==> src/rtl/apb_timer_pkg.sv <==
// Shared types and constants for the APB timer register block.
// Holds the access sequencer state encoding and the register stride.
package apb_timer_pkg;

  typedef enum logic [1:0] {
    IDLE,
    ACCESS,
    DONE
  } apb_seq_state_e;

  localparam int REG_BYTES = 4;

endpackage

==> src/rtl/apb_wait_counter.sv <==
// Loadable down-counter for APB wait-state insertion.
// Ports: PCLK, PRESETn, load, load_val, dec, zero (cnt == 0).
module apb_wait_counter #(
  parameter int WAIT_W = 3
) (
  input  logic              PCLK,
  input  logic              PRESETn,
  input  logic              load,
  input  logic [WAIT_W-1:0] load_val,
  input  logic              dec,
  output logic              zero
);

  logic [WAIT_W-1:0] cnt_q;
  logic [WAIT_W-1:0] cnt_d;

  always_comb begin
    cnt_d = cnt_q;
    if (load) begin
      cnt_d = load_val;
    end else if (dec && cnt_q != '0) begin
      cnt_d = cnt_q - WAIT_W'(1);
    end
  end

  always_ff @(posedge PCLK or negedge PRESETn) begin
    if (!PRESETn) begin
      cnt_q <= '0;
    end else begin
      cnt_q <= cnt_d;
    end
  end

  assign zero = (cnt_q == '0);

endmodule

==> src/rtl/apb_access_sequencer.sv <==
// APB slave access sequencer for the timer registers: programmable waits,
// PREADY/PSLVERR/PRDATA, one-cycle reg_wr_en/reg_rd_en strobes, reg_idx, reg_wdata.
// Inputs: PCLK, PRESETn, PSEL, PENABLE, PWRITE, PADDR, PWDATA, wait_cfg, reg_rdata.
// Build option: APB_SLVERR_EN drives PSLVERR on bad addresses (else tied 0).
module apb_access_sequencer
  import apb_timer_pkg::*;
#(
  parameter int ADDR_W   = 12,
  parameter int DATA_W   = 32,
  parameter int NUM_REGS = 8,
  parameter int WAIT_W   = 3
) (
  input  logic                        PCLK,
  input  logic                        PRESETn,
  input  logic                        PSEL,
  input  logic                        PENABLE,
  input  logic                        PWRITE,
  input  logic [ADDR_W-1:0]           PADDR,
  input  logic [DATA_W-1:0]           PWDATA,
  input  logic [WAIT_W-1:0]           wait_cfg,
  input  logic [DATA_W-1:0]           reg_rdata,
  output logic                        PREADY,
  output logic                        PSLVERR,
  output logic [DATA_W-1:0]           PRDATA,
  output logic                        reg_wr_en,
  output logic                        reg_rd_en,
  output logic [$clog2(NUM_REGS)-1:0] reg_idx,
  output logic [DATA_W-1:0]           reg_wdata
);

  localparam int IDX_W = $clog2(NUM_REGS);
  localparam logic [ADDR_W-1:0] ADDR_LIM =
    ADDR_W'(REG_BYTES * NUM_REGS);

  apb_seq_state_e state_q, state_d;
  logic             wr_q, wr_d;
  logic             err_q, err_d;
  logic [IDX_W-1:0] idx_q, idx_d;
  logic             pready_q, pready_d;
  logic             slverr_q, slverr_d;
  logic             wr_en_q, wr_en_d;
  logic             rd_en_q, rd_en_d;

  logic             cnt_load;
  logic             cnt_dec;
  logic             cnt_zero;
  logic             addr_err;

  assign addr_err = (PADDR[1:0] != 2'b00) || (PADDR >= ADDR_LIM);

  // The counter holds the wait cycles still owed after the current
  // one, so it is loaded with wait_cfg-1; wait_cfg=0 skips ACCESS.
  apb_wait_counter #(
    .WAIT_W (WAIT_W)
  ) u_wait_cnt (
    .PCLK     (PCLK),
    .PRESETn  (PRESETn),
    .load     (cnt_load),
    .load_val (wait_cfg - WAIT_W'(1)),
    .dec      (cnt_dec),
    .zero     (cnt_zero)
  );

  always_comb begin
    state_d  = state_q;
    wr_d     = wr_q;
    err_d    = err_q;
    idx_d    = idx_q;
    pready_d = 1'b0;
    slverr_d = 1'b0;
    wr_en_d  = 1'b0;
    rd_en_d  = 1'b0;
    cnt_load = 1'b0;
    cnt_dec  = 1'b0;

    unique case (state_q)
      IDLE: begin
        if (PSEL && !PENABLE) begin
          cnt_load = 1'b1;
          wr_d     = PWRITE;
          err_d    = addr_err;
          idx_d    = PADDR[IDX_W+1:2];
          state_d  = (wait_cfg == '0) ? DONE : ACCESS;
        end
      end
      ACCESS: begin
        if (!PSEL) begin
          state_d = IDLE;
        end else if (PENABLE) begin
          if (cnt_zero) begin
            state_d = DONE;
          end else begin
            cnt_dec = 1'b1;
          end
        end
      end
      DONE: begin
        state_d = IDLE;
      end
      default: begin
        state_d = IDLE;
      end
    endcase

    // Outputs are registered: decode them for the state being entered.
    if (state_d == DONE) begin
      pready_d = 1'b1;
      wr_en_d  = wr_d && !err_d;
      rd_en_d  = !wr_d && !err_d;
`ifdef APB_SLVERR_EN
      slverr_d = err_d;
`else
      slverr_d = 1'b0;
`endif
    end
  end

  always_ff @(posedge PCLK or negedge PRESETn) begin
    if (!PRESETn) begin
      state_q  <= IDLE;
      wr_q     <= 1'b0;
      err_q    <= 1'b0;
      idx_q    <= '0;
      pready_q <= 1'b0;
      slverr_q <= 1'b0;
      wr_en_q  <= 1'b0;
      rd_en_q  <= 1'b0;
    end else begin
      state_q  <= state_d;
      wr_q     <= wr_d;
      err_q    <= err_d;
      idx_q    <= idx_d;
      pready_q <= pready_d;
      slverr_q <= slverr_d;
      wr_en_q  <= wr_en_d;
      rd_en_q  <= rd_en_d;
    end
  end

  assign PREADY    = pready_q;
  assign PSLVERR   = slverr_q;
  assign reg_wr_en = wr_en_q;
  assign reg_rd_en = rd_en_q;
  assign reg_idx   = idx_q;
  assign reg_wdata = PWDATA;
  // reg_rdata is combinational on reg_idx, so it cannot be registered
  // without costing a cycle on zero-wait reads.
  assign PRDATA    = rd_en_q ? reg_rdata : '0;

endmodule
==> config.mk <==
export PLATFORM = sky130hd
export DESIGN_NAME = apb_access_sequencer
export DESIGN_NICKNAME = d
export VERILOG_FILES = /design/src/rtl/apb_timer_pkg.sv /design/src/rtl/apb_wait_counter.sv /design/src/rtl/apb_access_sequencer.sv
export SDC_FILE = /design/constraint.sdc
export NUM_CORES = 1
export LEC_CHECK = 0
export CAP_MARGIN = 20
export CORE_MARGIN = 10
export CORE_UTILIZATION = 55
export DETAILED_ROUTE_END_ITERATION = 6
export DONT_BUFFER_PORTS = 1
export HOLD_SLACK_MARGIN = 0.15
export PLACE_DENSITY = 0.79
export SLEW_MARGIN = 0
export SYNTH_ARGS = -nofsm -noshare
export SYNTH_HDL_FRONTEND = slang
export SYNTH_SLANG_ARGS = --single-unit
==> constraint.sdc <==
create_clock -name PCLK -period 2.25 [get_ports PCLK]
set_input_delay 0.3375 -clock PCLK [delete_from_list [all_inputs] [get_ports PCLK]]
set_output_delay 0.3375 -clock PCLK [all_outputs]
set_load 0.03 [all_outputs]
After elaboration in Yosys (flattened, before gate mapping)
Index checks and enable logic that the tools add are counted.
{ "totals": {"ff_bits": 13, "wordCells": 50, "inputBits": 84} }
{ "op_classes": {"n_lt_le_gt_ge": 1, "n_mux": 22, "n_addsub": 2, "reduce_logical": 15, "eq_ne": 2} }
{ "ops": {"columns": ["cell", "n"], "rows": [
  ["two-way mux 32 bit", 1],
  ["two-way mux 1 bit", 13],
  [">= comparator 12 x 6 -> 1 bit, second input constant", 1],
  ["two-way mux 2 bit", 5],
  ["logical NOT 3 bit", 2],
  ["two-way mux 3 bit", 2],
  ["subtractor 3 x 1 -> 3 bit, second input constant", 2],
  ["logical AND 1 bit", 4],
  ["case mux 2 bit (2 select lines)", 1],
  ["nonzero test 2 bit", 2],
  ["logical NOT 1 bit", 3],
  ["nonzero test 3 bit", 1],
  ["== test 2 x 1 -> 1 bit, second input constant", 1],
  ["== test 2 bit, second input constant", 1],
  ["logical NOT 2 bit", 1],
  ["AND reduction 2 bit", 1],
  ["logical OR 1 bit", 1]
]} }

Longest topological paths before layout
Gate-level depths: netlist of the first run.
{ "logic_depth": {"depth_word": 8, "ltp_mapped": 8, "ltp_nobuf": 7} }

Modules after synthesis
Synthesis of the first run repeated with hierarchy kept, for this count alone.
{ "unflattened": {"cells_unflattened": 131, "area_unflattened_um2": 1162.4} }
{ "by_module_without_submodules": {"columns": ["mod", "seq_area_each_um2", "n_inst", "area_per_inst_um2", "cells_each"], "rows": [
  ["apb_access_sequencer", 250.2, 1, 954.7, 112],
  ["apb_wait_counter", 75.1, 1, 207.7, 19]
]} }

Worst setup path before layout of the first run
OpenSTA, ideal clock, no wires.
{ "synth_timing": {"kind": "register to register", "from": "register state_q[1]", "to": "register u_wait_cnt.cnt_q[2]", "slack_ps": 466, "period_less_slack_ps": 1784, "setup_time_ps": 120, "t_arrival_ps": 1664, "path_stages_with_launch": 8, "path_buffers": 1, "required_time_ps": 2130, "cell_sequence": "dfrtp_1 nor4b_1 buf_2 mux2i_1 ha_1 nand2_1 a2bb2oi_1 o211a_1"} }
{ "synth_via": {"elab_chain_cells": 4, "elab_cells_between_ends": 7} }
{ "synth_lines": {"columns": ["element", "line_no", "source"], "rows": [
  ["from (decl)", "apb_access_sequencer.sv:35", "apb_seq_state_e state_q, state_d;"],
  ["from (signal assigned)", "apb_access_sequencer.sv:129", "state_q <= state_d;"],
  ["== test 2 x 1 -> 1 bit", "apb_access_sequencer.sv:76", "unique case (state_q)"],
  ["two-way mux 1 bit", "apb_access_sequencer.sv:76", null],
  ["logical AND 1 bit", "apb_wait_counter.sv:21", "end else if (dec && cnt_q != '0) begin"],
  ["nonzero test 2 bit (no source line)", null, null],
  ["to (signal assigned)", "apb_wait_counter.sv:30", "cnt_q <= cnt_d;"],
  ["to (decl)", "apb_wait_counter.sv:14", "logic [WAIT_W-1:0] cnt_q;"]
]} }
Parallel ways exist; a longest one is shown, timed or not.
A chain may end at the register's enable or synchronous reset.

Worst setup path in the final report of the first run
Same ends and word-level chain as after synthesis.

==> flow_summary.yaml, run 1 <==
setup_path:
  regToRegSetupSlack_ns: 0.45
  cpPeakStageDelay_ns: 0.41
  worstSetupPathType: "reg -> reg"
  path_delay_family: "flip-flops"
  endpoint_kind: "flop"
  critPathArrivalTime_ns: 2.01
  cp-startpoint: "state_q[1]$_DFF_PN0_"
  crit_fanout: 12
  reg2reg_from: "state_q[1]$_DFF_PN0_"
  crit_path_top_delay_cell: "dfrtp_1"
  cp.required_ns: 2.47
  startpoint_type: "flop"
  cp_num_buf_inv: 1
  crit_chain: "nor4b_2, buf_4, mux2i_1, ha_1, nor2_1, o21ai_0, o211a_1"
cts:
  clockBufferDepth: 2
  cts_tree: "done"
  clkSinkCount: 13
  cts_made_buffers: 3
  clock_latency_ns: 0.27
  cts-root-buf: "clkbuf_4"
  htreeDepth: 1
  clkTransAtPathRegs_ns: 0.07
sta:
  tns_ns: 0
  setup_ws_ns: 0.453
  rsz0062_at_grt: "no"
  post-route-period-util: 0.799
  fin_crit_ns: 1.80
  skew_ns: 0.000169
  setup_viol: 0
  maxSlewViolCount: 0
  fmax_mhz: 556
  finalHoldViolCount: 0
  worst_pin_slew_ns: 0.581
  relSlewSlack: 0.611
placed_design:
  numPortBuffers: 0
  dp.final_hpwl_mm: 2.75
  gp_congestion: 0.751
  post-place-ws_ns: 0.490
synth:
  syn_inst: 133
  netlist.area_leader.share: 0.294
  yosysTopAreaCell: "dfrtp_1"
  ys_warn_count: 0
  synth_area_um2: 1100
  async_flop_share: 1.00
  yosys.cell_types.count: 29
  ys_ff_latch: 13
  synthTopCellsByCount: "and2_1 (34), buf_4 (33), dfrtp_1 (13), nand2_1 (12), nor2_1 (4)"
  yosysMostFrequentCell: "and2_1"
  synth_edf_count: 0
  synth_seq_area_share: 0.294
  ys_dominant_reg_cell: "dfrtp_1"
  syn-num-nets: 218
  yosys-top-cells-area: "dfrtp_1 (29%), buf_4 (22%), and2_1 (19%)"
  syn_area_per_cell_um2: 8.31
grt:
  grt_first_pass_wirelength_mm: 4.71
  grt_pass1_vias: 838
  grt_use_total: 0.139
  grt_remaining_overflow: 0
  grt_max_degree: 34
  antenna_found_initial: 0
detailed_routing:
  wl_mm: 3.16
  wire_per_inst_um: 24.5
  drt_pass1_iterations: 4
  antenna_left: 0
  drcViolationCount: 0
  via_count: 800
  avgViaCountPerCell: 6.20
  drtIter0Drc: 16
floorplanning:
  dieArea_um2: 4200
  ioPinCount: 155
  core_area_um2: 1940
  rows: 16
  die-width_um: 64.8
  start_util: 0.569
  fp.dieH_um: 64.8
pwr:
  power_density_nw_per_um2: 664
  vdd_drop_max_v: 0.000400
  power_uw: 616
  p_leak_uw: 0.000427
worst_hold_path:
  hold_path.class: "in -> reg"
  hold_start: "PADDR[3]"
run:
  drv_cap: 0
final_layout:
  drive_gt1_frac: 0.0784
  syn2layout_area_growth_pct: -16.1
  final_net_count: 188
  num_antenna_cells: 0
  post-route-util: 0.477
status:
  outcome: "finished, final reports clean"
-- routing by layer --
layer / share of wire / vias up / track usage
li1: - / 338 / -
met1: 0.31 / 356 / 0.114
met2: 0.50 / 98 / 0.235
met3: 0.18 / 8 / 0.122
met4: 0.011 / 0 / 0.0535
met5: 0 / - / 0
-- cells by family (layout without fill, tap and decap cells) --
kind of cell / Yosys count / after routing / synth area share
fa+ha+maj: 1 / 1 / 0.0113
flops: 13 / 13 / 0.294
other cells: 1 / 1 / 0.00339
simple gates: 63 / 63 / 0.327
mux: 3 / 3 / 0.0317
compound gates: 11 / 11 / 0.0781
buf+inv: 41 / 10 / 0.254
-- metrics by stage --
stage	cells	hold slack (ns)	cell area (um2)
after floorplan	133	0.0419	1100
after global placement	124	0.0424	891
after detailed placement	124	0.0424	891
after CTS	129	0.163	927
after global routing	129	0.157	927
final	129	0.165	927
-- final timing paths --
kind | to | cells past startpoint
worst max-delay path | u_wait_cnt.cnt_q[2]$_DFFE_PN0P_ | 7
worst min register to register | state_q[0]$_DFF_PN0_ | 1
min in group asynchronous | u_wait_cnt.cnt_q[1]$_DFFE_PN0P_ | 1
max in group asynchronous | u_wait_cnt.cnt_q[2]$_DFFE_PN0P_ | 1
worst max register to register | u_wait_cnt.cnt_q[2]$_DFFE_PN0P_ | 7
worst min-delay path | reg_idx[1]$_DFFE_PN0P_ | 2
-- report_power, final --
part	switching, uW	internal (uW)	total [uW]
Clock	72.8	68.8	142
Combinational	73.3	64.0	137
Sequential	64.3	273	337
-- what timing repair did --
action	CTS	global route
endpoints found under the hold margin	13	0
resized for setup	0	0
setup endpoints to repair	0	0
hold buffers	1	0
buffers inserted	0	0
-- cell usage in the layout, fill, tap and decap left out, types with 2 or more instances in the layout --
cell / synthesis / layout
a21oi_1: 2 / 2
dfrtp_1: 13 / 13
nor4_1: 2 / 2
nor2_1: 4 / 4
a2bb2oi_1: 2 / 2
inv_1: 3 / 3
nand2_1: 12 / 12
buf_4: 33 / 2
mux2i_1: 2 / 2
or3_1: 2 / 2
clkbuf_4: 0 / 3
and2_1: 34 / 34
o21ai_0: 2 / 2
nor3_1: 3 / 3
-- layout make-up --
class / count / area (um2)
clock buffer: 4 / 26.3
sequential: 13 / 325
inverter: 3 / 11.3
multi-input combinational: 79 / 505
fill: 194 / 1010
timing repair buffer: 3 / 25.0
tap: 27 / 33.8
-- registers in the layout, indices dropped and copies added (netlist names) --
name              flops
reg_idx               3
u_wait_cnt.cnt_q      3
state_q               2
PREADY                1
err_q                 1
reg_rd_en             1
reg_wr_en             1
wr_q                  1
Note: power is estimated with default switching activity, not from simulation.
==> run 2, diff against run 1 <==
ABC_AREA = 1   (was not set)
clock period = 1.7 ns   (was 2.25 ns; I/O delays follow)
==> flow_summary.yaml, run 2 <==
synth:
  ys_ff_latch: 13
  syn_inst: 191
  async_flop_share: 1.00
  synth_area_um2: 1240
  yosys-top-cells-area: "dfrtp_1 (26%), buf_4 (20%), nand2_1 (16%)"
  synth_seq_area_share: 0.263
  ys_dominant_reg_cell: "dfrtp_1"
  syn_area_per_cell_um2: 6.49
  synthTopCellsByCount: "nand2_1 (54), inv_1 (48), buf_4 (33), dfrtp_1 (13), nor2_1 (9)"
  syn-num-nets: 276
  yosys.cell_types.count: 21
  netlist.area_leader.share: 0.263
  yosysMostFrequentCell: "nand2_1"
  ys_warn_count: 0
  yosysTopAreaCell: "dfrtp_1"
  synth_edf_count: 0
detailed_routing:
  drt_pass1_iterations: 4
  wl_met1_mm: 1.02
  via_count: 968
  wl_mm: 3.21
  wl_met3_um: 547
  drcViolationCount: 0
  wl_met2_mm: 1.62
  wire_per_inst_um: 16.5
  avgViaCountPerCell: 4.99
  drtIter0Drc: 29
  antenna_left: 0
  top_layer: "met4"
setup_path:
  crit_fanout: 33
  cp_num_buf_inv: 2
  worstSetupPathType: "reg -> out"
  crit_path_top_delay_cell: "dfrtp_1"
  startpoint_type: "flop"
  cpPeakStageDelay_ns: 0.33
  critPathArrivalTime_ns: 1.22
  crit_chain: "buf_4, nand2_1, inv_1"
  endpoint_kind: "output port"
  path_delay_family: "buffers and inverters"
  cp.required_ns: 1.44
sta:
  setup_viol: 0
  setup_ws_ns: 0.223
  tns_ns: 0
  post-route-period-util: 0.869
  maxSlewViolCount: 0
  finalHoldViolCount: 0
  rsz0062_at_grt: "no"
  whs_ns: 0.173
  relSlewSlack: 0.620
  skew_ns: 0.00391
  worst_pin_slew_ns: 0.569
  fin_crit_ns: 1.48
  fmax_mhz: 677
cts:
  cts_made_buffers: 3
  cts-root-buf: "clkbuf_4"
  clkSinkCount: 13
  clkTransAtPathRegs_ns: 0.08
  clockBufferDepth: 2
  cts_tree: "done"
  htreeDepth: 1
  cts.repair.resized: 0
  clock_latency_ns: 0.27
placed_design:
  post-place-ws_ns: 0.318
  numPortBuffers: 0
  gp_congestion: 0.763
  dp.final_hpwl_mm: 2.87
pwr:
  power_uw: 984
  intPower_uw: 595
  p_leak_uw: 0.000800
  p_sw_frac: 0.395
  p_seq_frac: 0.470
  power_density_nw_per_um2: 895
  clkPwrFrac: 0.188
  vdd_drop_max_v: 0.000723
  power.switching_uw: 389
  comb_power_share: 0.343
final_layout:
  final_cell_mix: "nand2_1 (54), inv_1 (48), dfrtp_1 (13)"
  num_antenna_cells: 0
  drive_gt1_frac: 0.151
  syn2layout_area_growth_pct: -11.2
  final_common_cell: "nand2_1"
  final_net_count: 252
floorplanning:
  dieArea_um2: 4550
  ioPinCount: 155
  fp.dieH_um: 67.5
  die-width_um: 67.5
  core_area_um2: 2170
  rows: 17
  start_util: 0.571
worst_hold_path:
  hold_path.class: "in -> reg"
run:
  drv_cap: 0
grt:
  grt_max_degree: 34
  grt_pass1_vias: 1047
  grt_first_pass_wirelength_mm: 4.71
  grt_use_total: 0.130
  antenna_found_initial: 0
  grt_remaining_overflow: 0
status:
  outcome: "finished, final reports clean"
run 2: changes by cell type after synthesis, sizes merged, moves of 2 or more:
cell	previous run	this run
nor2	4	12
or3	2	0
nand2	12	60
a2bb2oi	2	0
and2	34	0
nand3	0	9
nor4	2	0
inv	3	50
o21ai	2	6
mux2i	2	0
nor3	3	0
run 2: metrics by stage:
stage | cells | area, um2 | util
2_1_floorplan | 191 | 1240 | -
3_3_place_gp | 185 | 1020 | 0.471
3_5_place_dp | 185 | 1020 | 0.471
4_1_cts | 194 | 1100 | 0.507
5_1_grt | 194 | 1100 | 0.507
6_report | 194 | 1100 | 0.507
run 2: area by class of cell:
type	count	area (um2)
clock buffers	3	22.5
multi-input cells	91	452
flip-flops and latches	13	325
repair buffers	8	72.6
clock inverters	1	5.00
well taps	28	35.0
fillers	217	1070
inverters	50	188
run 2: logic make-up after synthesis:
family	share of synthesized area
simple gates	0.314
compound gates	0.0374
fa+ha+maj	0.0101
other cells	0.00303
buf+inv	0.373
flops	0.263
run 2: worst reg2reg max path, delay by kind of cell, from the launching register on:
kind	cells	cell delay [ns]
AOI/OAI and AO/OA	1	0.08
adders and majority gates	1	0.23
buffers and inverters	1	0.07
DFF	1	0.41
and+or+nand+nor	6	0.48
run 2: power groups by stage:
stage / registers, uW / clock network [uW] / logic [uW]
5_1_grt: 471 / 212 / 386
4_1_cts: 464 / 195 / 340
6_report: 462 / 185 / 337
2_1_floorplan: 459 / 0 / 418
3_3_place_gp: 468 / 0 / 294
3_5_place_dp: 470 / 0 / 322
run 2: final timing paths:
check | startpoint | slack (ns) | cells past startpoint | endpoint
worst max-delay path | reg_rd_en$_DFF_PN0_ | 0.22 | 3 | PRDATA[29]
worst min register to register | u_wait_cnt.cnt_q[0]$_DFFE_PN0P_ | 0.56 | 2 | u_wait_cnt.cnt_q[0]$_DFFE_PN0P_
worst min-delay path | PSEL | 0.17 | 2 | state_q[0]$_DFF_PN0_
max in group asynchronous | PRESETn | 0.92 | 1 | reg_idx[0]$_DFFE_PN0P_
min in group asynchronous | PRESETn | 0.41 | 1 | reg_idx[2]$_DFFE_PN0P_
worst max register to register | state_q[1]$_DFF_PN0_ | 0.32 | 9 | u_wait_cnt.cnt_q[2]$_DFFE_PN0P_
run 2: what timing repair did:
action / 4_1_cts / 5_1_grt
hold endpoints to repair: 18 / 0
setup buffers: 0 / 0
endpoints found under the setup margin: 0 / 0
hold buffers: 5 / 0
run 2: per-layer routing:
metal / global-route usage / vias up
li1: - / 453
met1: 0.105 / 432
met4: 0.0385 / 0
met3: 0.0893 / 4
met5: 0 / -
met2: 0.245 / 79
==> run 3, diff against run 2 <==
BUFFER_PORTS_ARGS = -buffer_cell sky130_fd_sc_hd__buf_2   (was not set)
CORE_UTILIZATION = 32   (was 55)
DONT_BUFFER_PORTS = not set   (was 1)
PLACE_DENSITY = 0.89   (was 0.79)
==> flow_summary.yaml, run 3 (synthesized netlist as in run 2, its figures left out) <==
status:
  outcome: "finished, final reports clean"
detailed_routing:
  wire_per_inst_um: 12.8
  via_count: 1250
  drcViolationCount: 0
  wl_mm: 3.82
  drtIter0Drc: 29
  drt_pass1_iterations: 4
  avgViaCountPerCell: 4.19
  antenna_left: 0
final_layout:
  seqCellArea_um2: 325
  syn2layout_area_growth_pct: 24.3
  post-route-util: 0.418
  num_antenna_cells: 0
  final_net_count: 336
  fillers: 374
  final_cell_mix: "buf_2 (89), nand2_1 (54), inv_1 (48)"
  drive_gt1_frac: 0.448
  multi_input_area_um2: 452
  final_common_cell: "buf_2"
  final_cell_count_no_fill: 298
  fin_area_um2: 1540
sta:
  tns_ns: 0
  fin_crit_ns: 1.46
  post-route-period-util: 0.858
  rsz0062_at_grt: "no"
  setup_viol: 0
  setup_ws_ns: 0.242
  skew_ns: 0.00248
  maxSlewViolCount: 0
  finalHoldViolCount: 0
  fmax_mhz: 686
setup_path:
  worstSetupPathType: "reg -> out"
  startpoint_type: "flop"
  cp.required_ns: 1.44
  endpoint_kind: "output port"
  critPathArrivalTime_ns: 1.20
  crit_fanout: 33
cts:
  post_cts_buffers: 0
  cts-root-buf: "clkbuf_8"
  clock_latency_ns: 0.25
  clkSinkCount: 13
  cts_made_buffers: 3
  cts_tree: "done"
  clkTransAtPathRegs_ns: 0.05
  htreeDepth: 1
  clockBufferDepth: 2
placed_design:
  dp.cells: 293
  place_area_um2: 1490
  numPortBuffers: 89
  dp.final_hpwl_mm: 3.34
  post-place-ws_ns: 0.350
  gp_congestion: 0.802
worst_hold_path:
  hold_path.class: "in -> reg"
grt:
  grt_pass1_vias: 1226
  grt_first_pass_wirelength_mm: 5.87
  grt_use_total: 0.110
  grt_max_degree: 34
  grt_remaining_overflow: 0
  antenna_found_initial: 0
run:
  drv_cap: 0
floorplanning:
  rows: 22
  dieArea_um2: 6760
  core_area_um2: 3690
  start_util: 0.336
  ioPinCount: 155
  die-width_um: 82.2
  fp.dieH_um: 82.2
pwr:
  p_leak_uw: 0.00119
  power_density_nw_per_um2: 748
  vdd_drop_max_v: 0.000624
-- run 3: cell types whose count changed in the layout (fill, tap and decap cells not counted), sizes merged --
cell / change
clkinv: -1
buf: +88
dlygate4sd3: -4
clkbuf: +1
-- run 3: area by class of cell --
cell class                 count  share of cell area
sequential                    13               0.211
timing repair buffer          92               0.305
clock buffer                   4              0.0292
tap                           48              0.0390
inverter                      50               0.122
multi-input combinational     91               0.293
-- run 3: metrics by stage --
| stage | power [uW] | hold slack (ns) |
|---|---|---|
| 5_1_grt | 1250 | 0.232 |
| 3_5_place_dp | 872 | 0.159 |
| 6_report | 1150 | 0.198 |
| 2_1_floorplan | 877 | -0.0406 |
| 4_1_cts | 1160 | 0.196 |
| 3_3_place_gp | 853 | 0.155 |
-- run 3: layer usage --
layer / routed length [um] / global-route usage / vias up
li1: - / - / 622
met1: 1270 / 0.101 / 539
met2: 1870 / 0.200 / 72
met3: 528 / 0.0508 / 17
met4: 148 / 0.0578 / 0
met5: 0 / 0 / -
-- run 3: final timing paths --
check                                        from  depth (start not counted)                         endpoint  slack [ns]
min                                      PADDR[2]                          3           reg_idx[0]$_DFFE_PN0P_        0.20
min in group asynchronous                 PRESETn                          2             state_q[0]$_DFF_PN0_        0.44
max reg2reg                  state_q[0]$_DFF_PN0_                          9  u_wait_cnt.cnt_q[2]$_DFFE_PN0P_        0.35
min reg2reg                reg_idx[1]$_DFFE_PN0P_                          2           reg_idx[1]$_DFFE_PN0P_        0.47
max in group asynchronous                 PRESETn                          2  u_wait_cnt.cnt_q[2]$_DFFE_PN0P_        1.03
max                           reg_rd_en$_DFF_PN0_                          4                        PRDATA[3]        0.24
-- run 3: critical path: stages (launching register included) --
cell,delay [ns]
dfrtp_1,0.32
buf_4,0.28
nand2_1,0.09
inv_1,0.06
buf_2,0.19
-- run 3: where the power goes --
part           switching (uW)  total [uW]  internal, uW
logic                     274         454           179
clock network             114         280           166
registers                41.3         419           378
total                     430        1150           723
-- run 3: repair_timing --
item / in CTS / in global routing
gates resized for setup: 0 / 0
hold endpoints to repair: 13 / 0
hold buffers: 1 / 0
